### src/rtl/mcycle_sequencer.sv
// Machine-cycle timing generator: walks T-states in half-phases and emits the
// address/data register strobes for opcode fetch, memory read and memory write.
module mcycle_sequencer #(
  parameter bit FETCH6_EN = 1'b1
) (
  input  logic       clk,
  input  logic       rst,
  input  logic [1:0] mc_type,
  input  logic       addr_wz,
  input  logic       ready,
  input  logic       halt_req,
  output logic [2:0] t_state,
  output logic       phase,
  output logic       ale,
  output logic       rd_n,
  output logic       wr_n,
  output logic       m1,
  output logic       pc_rw,
  output logic       wz_rw,
  output logic       dreg_wr,
  output logic       dreg_rd,
  output logic       dreg_inc,
  output logic       dreg_cnt,
  output logic       dbus_to_instr_reg,
  output logic       dbus_latch,
  output logic       mcycle_done
);

  typedef enum logic [3:0] {
    S_IDLE, S_HALT, S_T1, S_T2, S_T3, S_T4, S_T5, S_T6, S_TW
  } state_t;

  typedef enum logic [1:0] {
    MC_FETCH4 = 2'b00,
    MC_FETCH6 = 2'b01,
    MC_READ   = 2'b10,
    MC_WRITE  = 2'b11
  } mc_t;

  state_t state, state_nx;
  logic   ph, ph_nx;
  mc_t    cyc, cyc_nx, cyc_req;
  logic   wz, wz_nx;

  function automatic logic is_last(state_t s, logic p, mc_t c);
    return p && ((s == S_T3 && (c == MC_READ || c == MC_WRITE)) ||
                 (s == S_T4 && c == MC_FETCH4) ||
                 (s == S_T6));
  endfunction

  // A 6T request collapses to a plain 4T fetch when the long fetch is disabled.
  assign cyc_req = (mc_t'(mc_type) == MC_FETCH6 && !FETCH6_EN) ? MC_FETCH4 : mc_t'(mc_type);

  always_comb begin
    // NOTE: every target gets a default first, so no path can infer a latch.
    state_nx = state;
    ph_nx    = ~ph;
    cyc_nx   = cyc;
    wz_nx    = wz;
    case (state)
      S_IDLE: begin
        state_nx = S_T1;
        ph_nx    = 1'b0;
        cyc_nx   = MC_FETCH4;
        wz_nx    = 1'b0;
      end
      S_HALT: begin
        ph_nx = 1'b0;
        if (!halt_req) begin
          state_nx = S_T1;
          cyc_nx   = cyc_req;
          wz_nx    = addr_wz;
        end
      end
      default: begin
        if (ph) begin
          if (is_last(state, ph, cyc)) begin
            if (halt_req) begin
              state_nx = S_HALT;
            end else begin
              state_nx = S_T1;
              cyc_nx   = cyc_req;
              wz_nx    = addr_wz;
            end
          end else begin
            case (state)
              S_T1:       state_nx = S_T2;
              S_T2, S_TW: state_nx = ready ? S_T3 : S_TW;
              S_T3:       state_nx = S_T4;
              S_T4:       state_nx = S_T5;
              S_T5:       state_nx = S_T6;
              default:    state_nx = state;
            endcase
          end
        end
      end
    endcase
  end

  // Outputs are decoded from the next state and then registered.
  logic       run_nx, fetch_nx, pc_src_nx;
  logic [2:0] ts_nx;
  logic       ale_nx, rd_n_nx, wr_n_nx, m1_nx, dreg_wr_nx, incr_nx;
  logic       pc_rw_nx, wz_rw_nx, ir_nx, latch_nx, done_nx;

  assign run_nx    = (state_nx != S_IDLE) && (state_nx != S_HALT);
  assign fetch_nx  = !cyc_nx[1];
  assign pc_src_nx = fetch_nx || !wz_nx;

  always_comb begin
    case (state_nx)
      S_T1:    ts_nx = 3'd1;
      S_T2:    ts_nx = 3'd2;
      S_T3:    ts_nx = 3'd3;
      S_T4:    ts_nx = 3'd4;
      S_T5:    ts_nx = 3'd5;
      S_T6:    ts_nx = 3'd6;
      S_TW:    ts_nx = 3'd7;
      default: ts_nx = 3'd0;
    endcase
  end

  assign ale_nx     = (state_nx == S_T1) && !ph_nx;
  assign rd_n_nx    = !((cyc_nx != MC_WRITE) &&
                        (state_nx == S_T2 || state_nx == S_TW || state_nx == S_T3));
  assign wr_n_nx    = !((cyc_nx == MC_WRITE) &&
                        (state_nx == S_T2 || state_nx == S_TW || (state_nx == S_T3 && !ph_nx)));
  assign m1_nx      = run_nx && fetch_nx;
  assign dreg_wr_nx = (state_nx == S_T2) && ph_nx;
  assign ir_nx      = (state_nx == S_T3) && !ph_nx && fetch_nx;
  assign latch_nx   = (state_nx == S_T3) && !ph_nx && (cyc_nx == MC_READ);
  // Post-increment of PC: end of fetch, or end of a PC-addressed read/write.
  assign incr_nx    = ph_nx && (((state_nx == S_T4) && fetch_nx) ||
                                ((state_nx == S_T3) && !fetch_nx && !wz_nx));
  assign pc_rw_nx   = (dreg_wr_nx && pc_src_nx) || ir_nx || incr_nx;
  assign wz_rw_nx   = dreg_wr_nx && !pc_src_nx;
  assign done_nx    = is_last(state_nx, ph_nx, cyc_nx);

  // NOTE: non-blocking assignments keep every register sampling pre-edge values.
  always_ff @(posedge clk or posedge rst) begin
    if (rst) begin
      state             <= S_IDLE;
      ph                <= 1'b0;
      cyc               <= MC_FETCH4;
      wz                <= 1'b0;
      t_state           <= 3'd0;
      phase             <= 1'b0;
      ale               <= 1'b0;
      rd_n              <= 1'b1;
      wr_n              <= 1'b1;
      m1                <= 1'b0;
      pc_rw             <= 1'b0;
      wz_rw             <= 1'b0;
      dreg_wr           <= 1'b0;
      dreg_rd           <= 1'b0;
      dreg_inc          <= 1'b0;
      dreg_cnt          <= 1'b0;
      dbus_to_instr_reg <= 1'b0;
      dbus_latch        <= 1'b0;
      mcycle_done       <= 1'b0;
    end else begin
      state             <= state_nx;
      ph                <= ph_nx;
      cyc               <= cyc_nx;
      wz                <= wz_nx;
      t_state           <= ts_nx;
      phase             <= ph_nx;
      ale               <= ale_nx;
      rd_n              <= rd_n_nx;
      wr_n              <= wr_n_nx;
      m1                <= m1_nx;
      pc_rw             <= pc_rw_nx;
      wz_rw             <= wz_rw_nx;
      dreg_wr           <= dreg_wr_nx;
      dreg_rd           <= incr_nx;
      dreg_inc          <= incr_nx;
      dreg_cnt          <= incr_nx;
      dbus_to_instr_reg <= ir_nx;
      dbus_latch        <= latch_nx;
      mcycle_done       <= done_nx;
    end
  end

endmodule

### config.mk
export PLATFORM = sky130hd
export DESIGN_NAME = mcycle_sequencer
export DESIGN_NICKNAME = d
export VERILOG_FILES = /design/src/rtl/mcycle_sequencer.sv
export SDC_FILE = /design/constraint.sdc
export NUM_CORES = 1
export LEC_CHECK = 0
export ABC_AREA = 1
export BUFFER_PORTS_ARGS = -buffer_cell sky130_fd_sc_hd__clkbuf_2
export CAP_MARGIN = 20
export CORE_MARGIN = 4
export CORE_UTILIZATION = 45
export CTS_CLUSTER_DIAMETER = 50
export DETAILED_ROUTE_END_ITERATION = 16
export PLACE_DENSITY = 0.65
export SYNTH_ARGS = -nofsm -noshare
export SYNTH_HDL_FRONTEND = slang
export SYNTH_SLANG_ARGS = --single-unit
### constraint.sdc
create_clock -name clk -period 1.6 [get_ports clk]
set_clock_uncertainty 0.1 [all_clocks]
set_input_delay 0.24 -clock clk [delete_from_list [all_inputs] [get_ports clk]]
set_output_delay 0.24 -clock clk [all_outputs]
set_load 0.01 [all_outputs]
==> metrics.csv, run 1 <==
metric,value,unit
run status,finished with violations,
violated checks,setup timing,
detailed placement HPWL,2460,um
fin crit period,1.983,ns
final net count,248,
share of cells above drive strength 1,56.67,%
crit path kind,reg2reg,
Switching Fraction,21.71,%
hold path depth,5,
Die ar.,3771,um2
Synth area leaders,"dfrtp_1 (39%), nand2_1 (14%), inv_1 (7.9%)",
"Top FF cell, synth",dfrtp_1,
type of the tightest min-delay check,in2reg,
CP Max Fanout,4,
Post-synth EDFFs,0,
hold_sp,mc_type[1],
routed vias/inst,5.092,
met1 wire length,1553,um
power share of the combinational group,6.4,%
leakage,0.001147,uW
first-pass GRT wire length,5802,um
GR Util All Layers,21.28,%
top-count cell post-synth,nand2_1,
initial antenna violation count,0,
Setup Viol. Count Final,17,
top-level I/O count,24,
Syn. warnings,0,
DR WL/cell,14.25,um
cells on worst reg2reg path,13,
Reg-to-Reg End,pc_rw,
"FFs w/ async S/R, synth",100.0,%
Site Rows,19,
switching power,233.6,uW
crit start category,register,
Core Area,2734,um2
"FF+latch count, synth",22,
"antenna viol nets, final",0,
Max-Cap Viols,0,
CTS tree,done,
PnR worst setup slack,-0.3828,ns
R2R setup slack,-0.38,ns
highest routed layer,met4,
critical path data arrival time,2.16,ns
Max Clock Freq,504.3,MHz
CTS sink cnt,22,
Power Internal,842.3,uW
most flop-heavy register,state,
clock network fraction of total power,41.4,%
Worst-Skew Late Latency,0.32,ns
register area share after synthesis,43.08,%
Hold EP,cyc[1],
Vias,1380,
Final Power,1076,uW
synthesized cell area,1284,um2
pin count of the biggest net entering global routing,23,
total gr overflow,0,
CTS root buf,clkbuf_4,
net count after synthesis,181,
DRT iter0 DRCs,30,
unrepaired setup endpoints after global routing,yes,
top flop regs,"state (4), t_state (3), cyc (2)",
Max VDD drop,760.6,uV
top cell type's share of synthesized area,38.99,%
Synth cell types,24,
Syn Inst Count,174,
starting density of the core,46.96,%
Area growth syn-to-layout,56.63,%
vias in the first global route,1253,
Reg-to-Reg Start,state[3],
Max Slew Vio Count,0,
max reg flops,4,
setup_tns,-3.990,ns
Rel. slew slack,73.27,%
gpl congestion,0.8849,
Post-synth top cells,"nand2_1 (48), inv_1 (27), dfrtp_1 (20), nand3_1 (14), nor2_1 (14)",
final worst-path cycle share,123.9,%
DIE WIDTH,61.41,um
Num CTS Buffers,3,
DR pass1 iterations,5,
port bufs,23,
final-report hold violation count,0,
"Avg Cell Area, Syn",7.378,um2
met2 wire length,1926,um
crit end category,register,
Power Dens Cells,535.1,nW/um2
required time worst endpoint,1.77,ns
final WL,3863,um
pre-CTS setup slack,-0.3124,ns
ANT cells,0,
hold slack,0.2955,ns
"non-filler cells, final",271,
number of remaining DRC errors,0,
htree depth,1,
Reg power frac,52.2,%
Synth area leader,dfrtp_1,
"CTS clk-pin slew, worst paths",0.13,ns
CTS max path bufs,2,
Least-Margin Pin Slew,0.3995,ns
FILL cells,185,
height of the chip,61.41,um
met3 WL,190,um
"number of placed instances, taps included",257,
-- cell families after synthesis --
family / after synthesis / synth area share, %
AO/OA/AOI/OAI: 13 / 5.458
flip-flops: 22 / 43.08
AND/OR/NAND/NOR: 102 / 38.89
buffers and inverters: 37 / 12.57
-- repair_timing --
action,CTS,global route
hold buffers,1,0
pin swaps,3,11
endpoints found under the hold margin,20,0
setup endpoints to repair,19,20
setup buffers,5,6
resized for setup,22,41
-- how the worst max path moves through the flow --
stage / cells past startpoint / to / startpoint / slack (ns)
final: 13 / pc_rw / state[3] / -0.38
after global routing: 13 / pc_rw / state[0] / -0.53
after CTS: 11 / ale / state[3] / -0.25
after detailed placement: 12 / pc_rw / state[2] / -0.31
after global placement: 14 / pc_rw / state[1] / -0.26
after floorplan: 14 / pc_rw / state[1] / -0.05
-- power by group through the flow --
stage / registers, uW / logic, uW / clock network [uW]
2_1_floorplan: 572 / 26.8 / 0
6_report: 562 / 69.1 / 445
5_1_grt: 562 / 76.6 / 467
3_3_place_gp: 572 / 59.0 / 0
4_1_cts: 561 / 65.7 / 453
3_5_place_dp: 572 / 61.4 / 0
-- critical path, stage by stage, from the launching register on --
cell        delay, ns
dfrtp_2          0.48
nor2_1           0.22
nand2_4          0.09
nand2_4          0.09
nand2_1          0.08
nand3_2          0.07
nand2_2          0.07
clkinvlp_4       0.12
nand3_4          0.12
nor2_4           0.19
nand3_2          0.10
nand2_1          0.08
nand2_1          0.06
nand2_1          0.05
-- cells in the final DEF, fill, tap and decap left out, types with 4 or more instances in the layout --
master / Yosys / routed
clkbuf_2: 0 / 23
dfrtp_2: 0 / 4
nand2_4: 0 / 11
buf_6: 2 / 4
nand2_2: 10 / 11
nand2_1: 48 / 36
nor2_1: 14 / 8
inv_2: 5 / 6
nand3_1: 14 / 5
nor2_4: 2 / 4
nand3_2: 3 / 10
inv_1: 27 / 22
buf_4: 2 / 38
nor2_2: 1 / 5
inv_4: 0 / 4
dfrtp_1: 20 / 16
nand4_1: 5 / 5
o21ai_1: 2 / 4
-- routing by layer --
metal / GRT usage [%] / up-vias
met1: 26.26 / 640
met4: 11.82 / 0
met3: 3.983 / 22
met5: 0 / -
met2: 34.89 / 44
li1: - / 674
-- through the flow --
| step | cell area, um2 | util [%] |
|---|---|---|
| 4_1_cts | 1841 | 67.32 |
| 3_3_place_gp | 1667 | 60.96 |
| 2_1_floorplan | 1303 | - |
| 3_5_place_dp | 1667 | 60.96 |
| 5_1_grt | 2011 | 73.55 |
| 6_report | 2011 | 73.55 |
-- layout make-up --
class	count	area (um2)	share of cell area (%)
multi-input combinational	115	768.2	38.21
sequential	22	558.0	27.75
timing repair buffer	66	455.4	22.65
inverter	33	137.6	6.845
tap	31	38.79	1.929
clock inverter	1	30.03	1.493
clock buffer	3	22.52	1.120
No activity file was read; power rests on OpenSTA's default activity.
==> run 2, diff against run 1 <==
Settings changed: PLACE_DENSITY 0.65 to unset, PLACE_DENSITY_LB_ADDON set to 0.25.
==> metrics.csv, run 2 (synthesis gave the netlist of run 1 again) <==
metric,value,unit,change
DR pass1 iterations,4,,was 5
"non-filler cells, final",266,,was 271
Setup Viol. Count Final,16,,was 17
detailed placement HPWL,2364,um,was 2460 um
cells on worst reg2reg path,13,,unchanged
run status,finished with violations,,unchanged
number of remaining DRC errors,0,,unchanged
CTS tree,done,,unchanged
CTS max path bufs,2,,unchanged
most flop-heavy register,state,,unchanged
R2R setup slack,-0.31,ns,was -0.38 ns
Num CTS Buffers,3,,unchanged
required time worst endpoint,1.76,ns,was 1.77 ns
type of the tightest min-delay check,in2reg,,unchanged
PnR worst setup slack,-0.3068,ns,was -0.3828 ns
fin crit period,1.907,ns,was 1.983 ns
"number of placed instances, taps included",252,,was 257
share of cells above drive strength 1,48.94,%,was 56.67%
starting density of the core,46.96,%,unchanged
hold_sp,ready,,was mc_type[1]
Reg-to-Reg Start,state[0],,was state[3]
Core Area,2734,um2,unchanged
WP buf/inv,4,,was 1
pin count of the biggest net entering global routing,23,,unchanged
port bufs,23,,unchanged
CP Max Fanout,6,,was 4
height of the chip,61.41,um,unchanged
routed vias/inst,4.940,,was 5.092
htree depth,1,,unchanged
Max Slew Vio Count,0,,unchanged
CP max stage cell,dfrtp_2,,unchanged
top-level I/O count,24,,unchanged
"Core Util, Final",67.28,%,was 73.55%
critical path data arrival time,2.07,ns,was 2.16 ns
final net count,243,,was 248
unrepaired setup endpoints after global routing,yes,,unchanged
DRT iter0 DRCs,45,,was 30
"antenna viol nets, final",0,,unchanged
switching power,203.0,uW,was 233.6 uW
clock network fraction of total power,40.2,%,was 41.4%
violated checks,setup timing,,unchanged
Reg power frac,53.9,%,was 52.2%
crit end category,register,,unchanged
CTS sink cnt,22,,unchanged
initial antenna violation count,0,,unchanged
first-pass GRT wire length,5326,um,was 5802 um
Die ar.,3771,um2,unchanged
power share of the combinational group,5.9,%,was 6.4%
ANT cells,0,,unchanged
DIE WIDTH,61.41,um,unchanged
pre-CTS setup slack,-0.3248,ns,was -0.3124 ns
top flop regs,"state (4), t_state (3), cyc (2)",,unchanged
"CTS clk-pin slew, worst paths",0.12,ns,was 0.13 ns
Vias,1314,,"was 1,380"
Site Rows,19,,unchanged
Reg-to-Reg End,dbus_to_instr_reg,,was pc_rw
"most common cell after layout, fill and taps aside",nand2_1,,was buf_4
max reg flops,4,,unchanged
Final Power,1042,uW,was 1076 uW
final-report hold violation count,0,,unchanged
Area growth syn-to-layout,43.27,%,was 56.63%
Worst-Skew Late Latency,0.31,ns,was 0.32 ns
crit path kind,reg2reg,,unchanged
Switching Fraction,19.48,%,was 21.71%
"slowest stage delay, CP",0.49,ns,was 0.48 ns
Max VDD drop,629.5,uV,was 760.6 uV
Max Clock Freq,524.4,MHz,was 504.3 MHz
total gr overflow,0,,unchanged
"CP delay by family, top",simple AND/OR/NAND/NOR gates,,unchanged
crit start category,register,,unchanged
vias in the first global route,1288,,"was 1,253"
most frequent cells in the layout,"nand2_1 (43), buf_4 (37), clkbuf_2 (23), inv_1 (21), dfrtp_1 (17)",,"was buf_4 (38), nand2_1 (36), clkbuf_2 (23), inv_1 (22), dfrtp_1 (16)"
gpl congestion,0.8624,,was 0.8849
CP cell instances,inv_2 > nand2_1 > nand3_2 > nand2_2 > nand2_2 > inv_1 > nand2_1 > nand2_1 > nand3_2 > nor2_4 > nand3_2 > buf_4 > inv_2,,was nor2_1 > nand2_4 > nand2_4 > nand2_1 > nand3_2 > nand2_2 > clkinvlp_4 > nand3_4 > nor2_4 > nand3_2 > nand2_1 > nand2_1 > nand2_1
CTS root buf,clkbuf_4,,unchanged
Rel. slew slack,76.25,%,was 73.27%
Max-Cap Viols,0,,unchanged
GR Util All Layers,19.02,%,was 21.28%
leakage,0.001056,uW,was 0.001147 uW
Hold EP,state[3],,was cyc[1]
Power Dens Cells,566.5,nW/um2,was 535.1 nW/um2
DR WL/cell,12.09,um,was 14.25 um
Least-Margin Pin Slew,0.3549,ns,was 0.3995 ns
hold path depth,5,,unchanged
Power Internal,838.9,uW,was 842.3 uW
final WL,3215,um,was 3863 um
final worst-path cycle share,119.2,%,was 123.9%
run 2: cell types whose count changed in the layout (fill, tap and decap cells not counted), moves of 2 or more:
cell and change:
nand3_2 -3, nand3_4 -2, a21oi_2 -2, o21ai_1 -2
nand2_1 +7, buf_6 -4, nor2_1 +2, nand2_4 -7
a21oi_1 +2, inv_4 -3, inv_2 +4, nand3_1 +5
run 2: final cells by class:
type                            instances  area, um2
Clock buffer                            3      22.52
Clock inverter                          1      30.03
Fill cell                             227      894.6
Inverter                               33      126.4
Multi-Input combinational cell        115      661.9
Sequential cell                        22      556.8
Tap cell                               31      38.79
Timing Repair Buffer                   61      402.9
run 2: per-stage QoR:
stage | hold slack [ns] | area, um2 | setup TNS, ns
global placement | 0.1611 | 1629 | -2.690
global route | 0.3040 | 1839 | -5.684
finish | 0.3104 | 1839 | -3.173
detailed placement | 0.1693 | 1629 | -3.482
CTS | 0.2683 | 1789 | -2.807
floorplan | 0.1277 | 1303 | -0.1724
run 2: repair_timing:
| item | CTS | global route |
|---|---|---|
| gates resized for setup | 19 | 10 |
| endpoints found under the hold margin | 20 | 0 |
| endpoints found under the setup margin | 18 | 19 |
| buffers inserted | 4 | 5 |
| pin swaps | 4 | 4 |
| hold buffers | 1 | 0 |
run 2: worst max path at each step:
| stage | start | endpoint | slack [ns] | cells after the start |
|---|---|---|---|---|
| floorplan | state[1] | pc_rw | -0.05 | 14 |
| global placement | state[2] | pc_rw | -0.28 | 12 |
| detailed placement | state[2] | pc_rw | -0.32 | 12 |
| CTS | state[0] | pc_rw | -0.26 | 15 |
| global route | state[3] | pc_rw | -0.46 | 14 |
| finish | state[0] | dbus_to_instr_reg | -0.31 | 13 |
run 2: per-layer routing:
layer,GRT usage (%),routed length (um),part of all wire (%),vias to the layer above
met5,0,0,0,-
met3,4.612,119,3.7,4
li1,-,-,-,666
met2,34.59,1668,52,26
met1,22.25,1387,43,618
met4,5.152,39,1.2,0
run 2: power groups by stage:
stage,Combinational (uW),Clock (uW),Sequential [uW]
after floorplan,26.8,0,572
after global placement,57.2,0,572
after detailed placement,58.5,0,572
after CTS,62.6,428,562
after global routing,70.0,453,562
final,61.6,419,562
run 2: tightest hold or removal path: stages:
cell      delay [ns]
clkbuf_2        0.11
nand2_1         0.06
nand3_2         0.07
nand2_2         0.06
buf_4           0.15
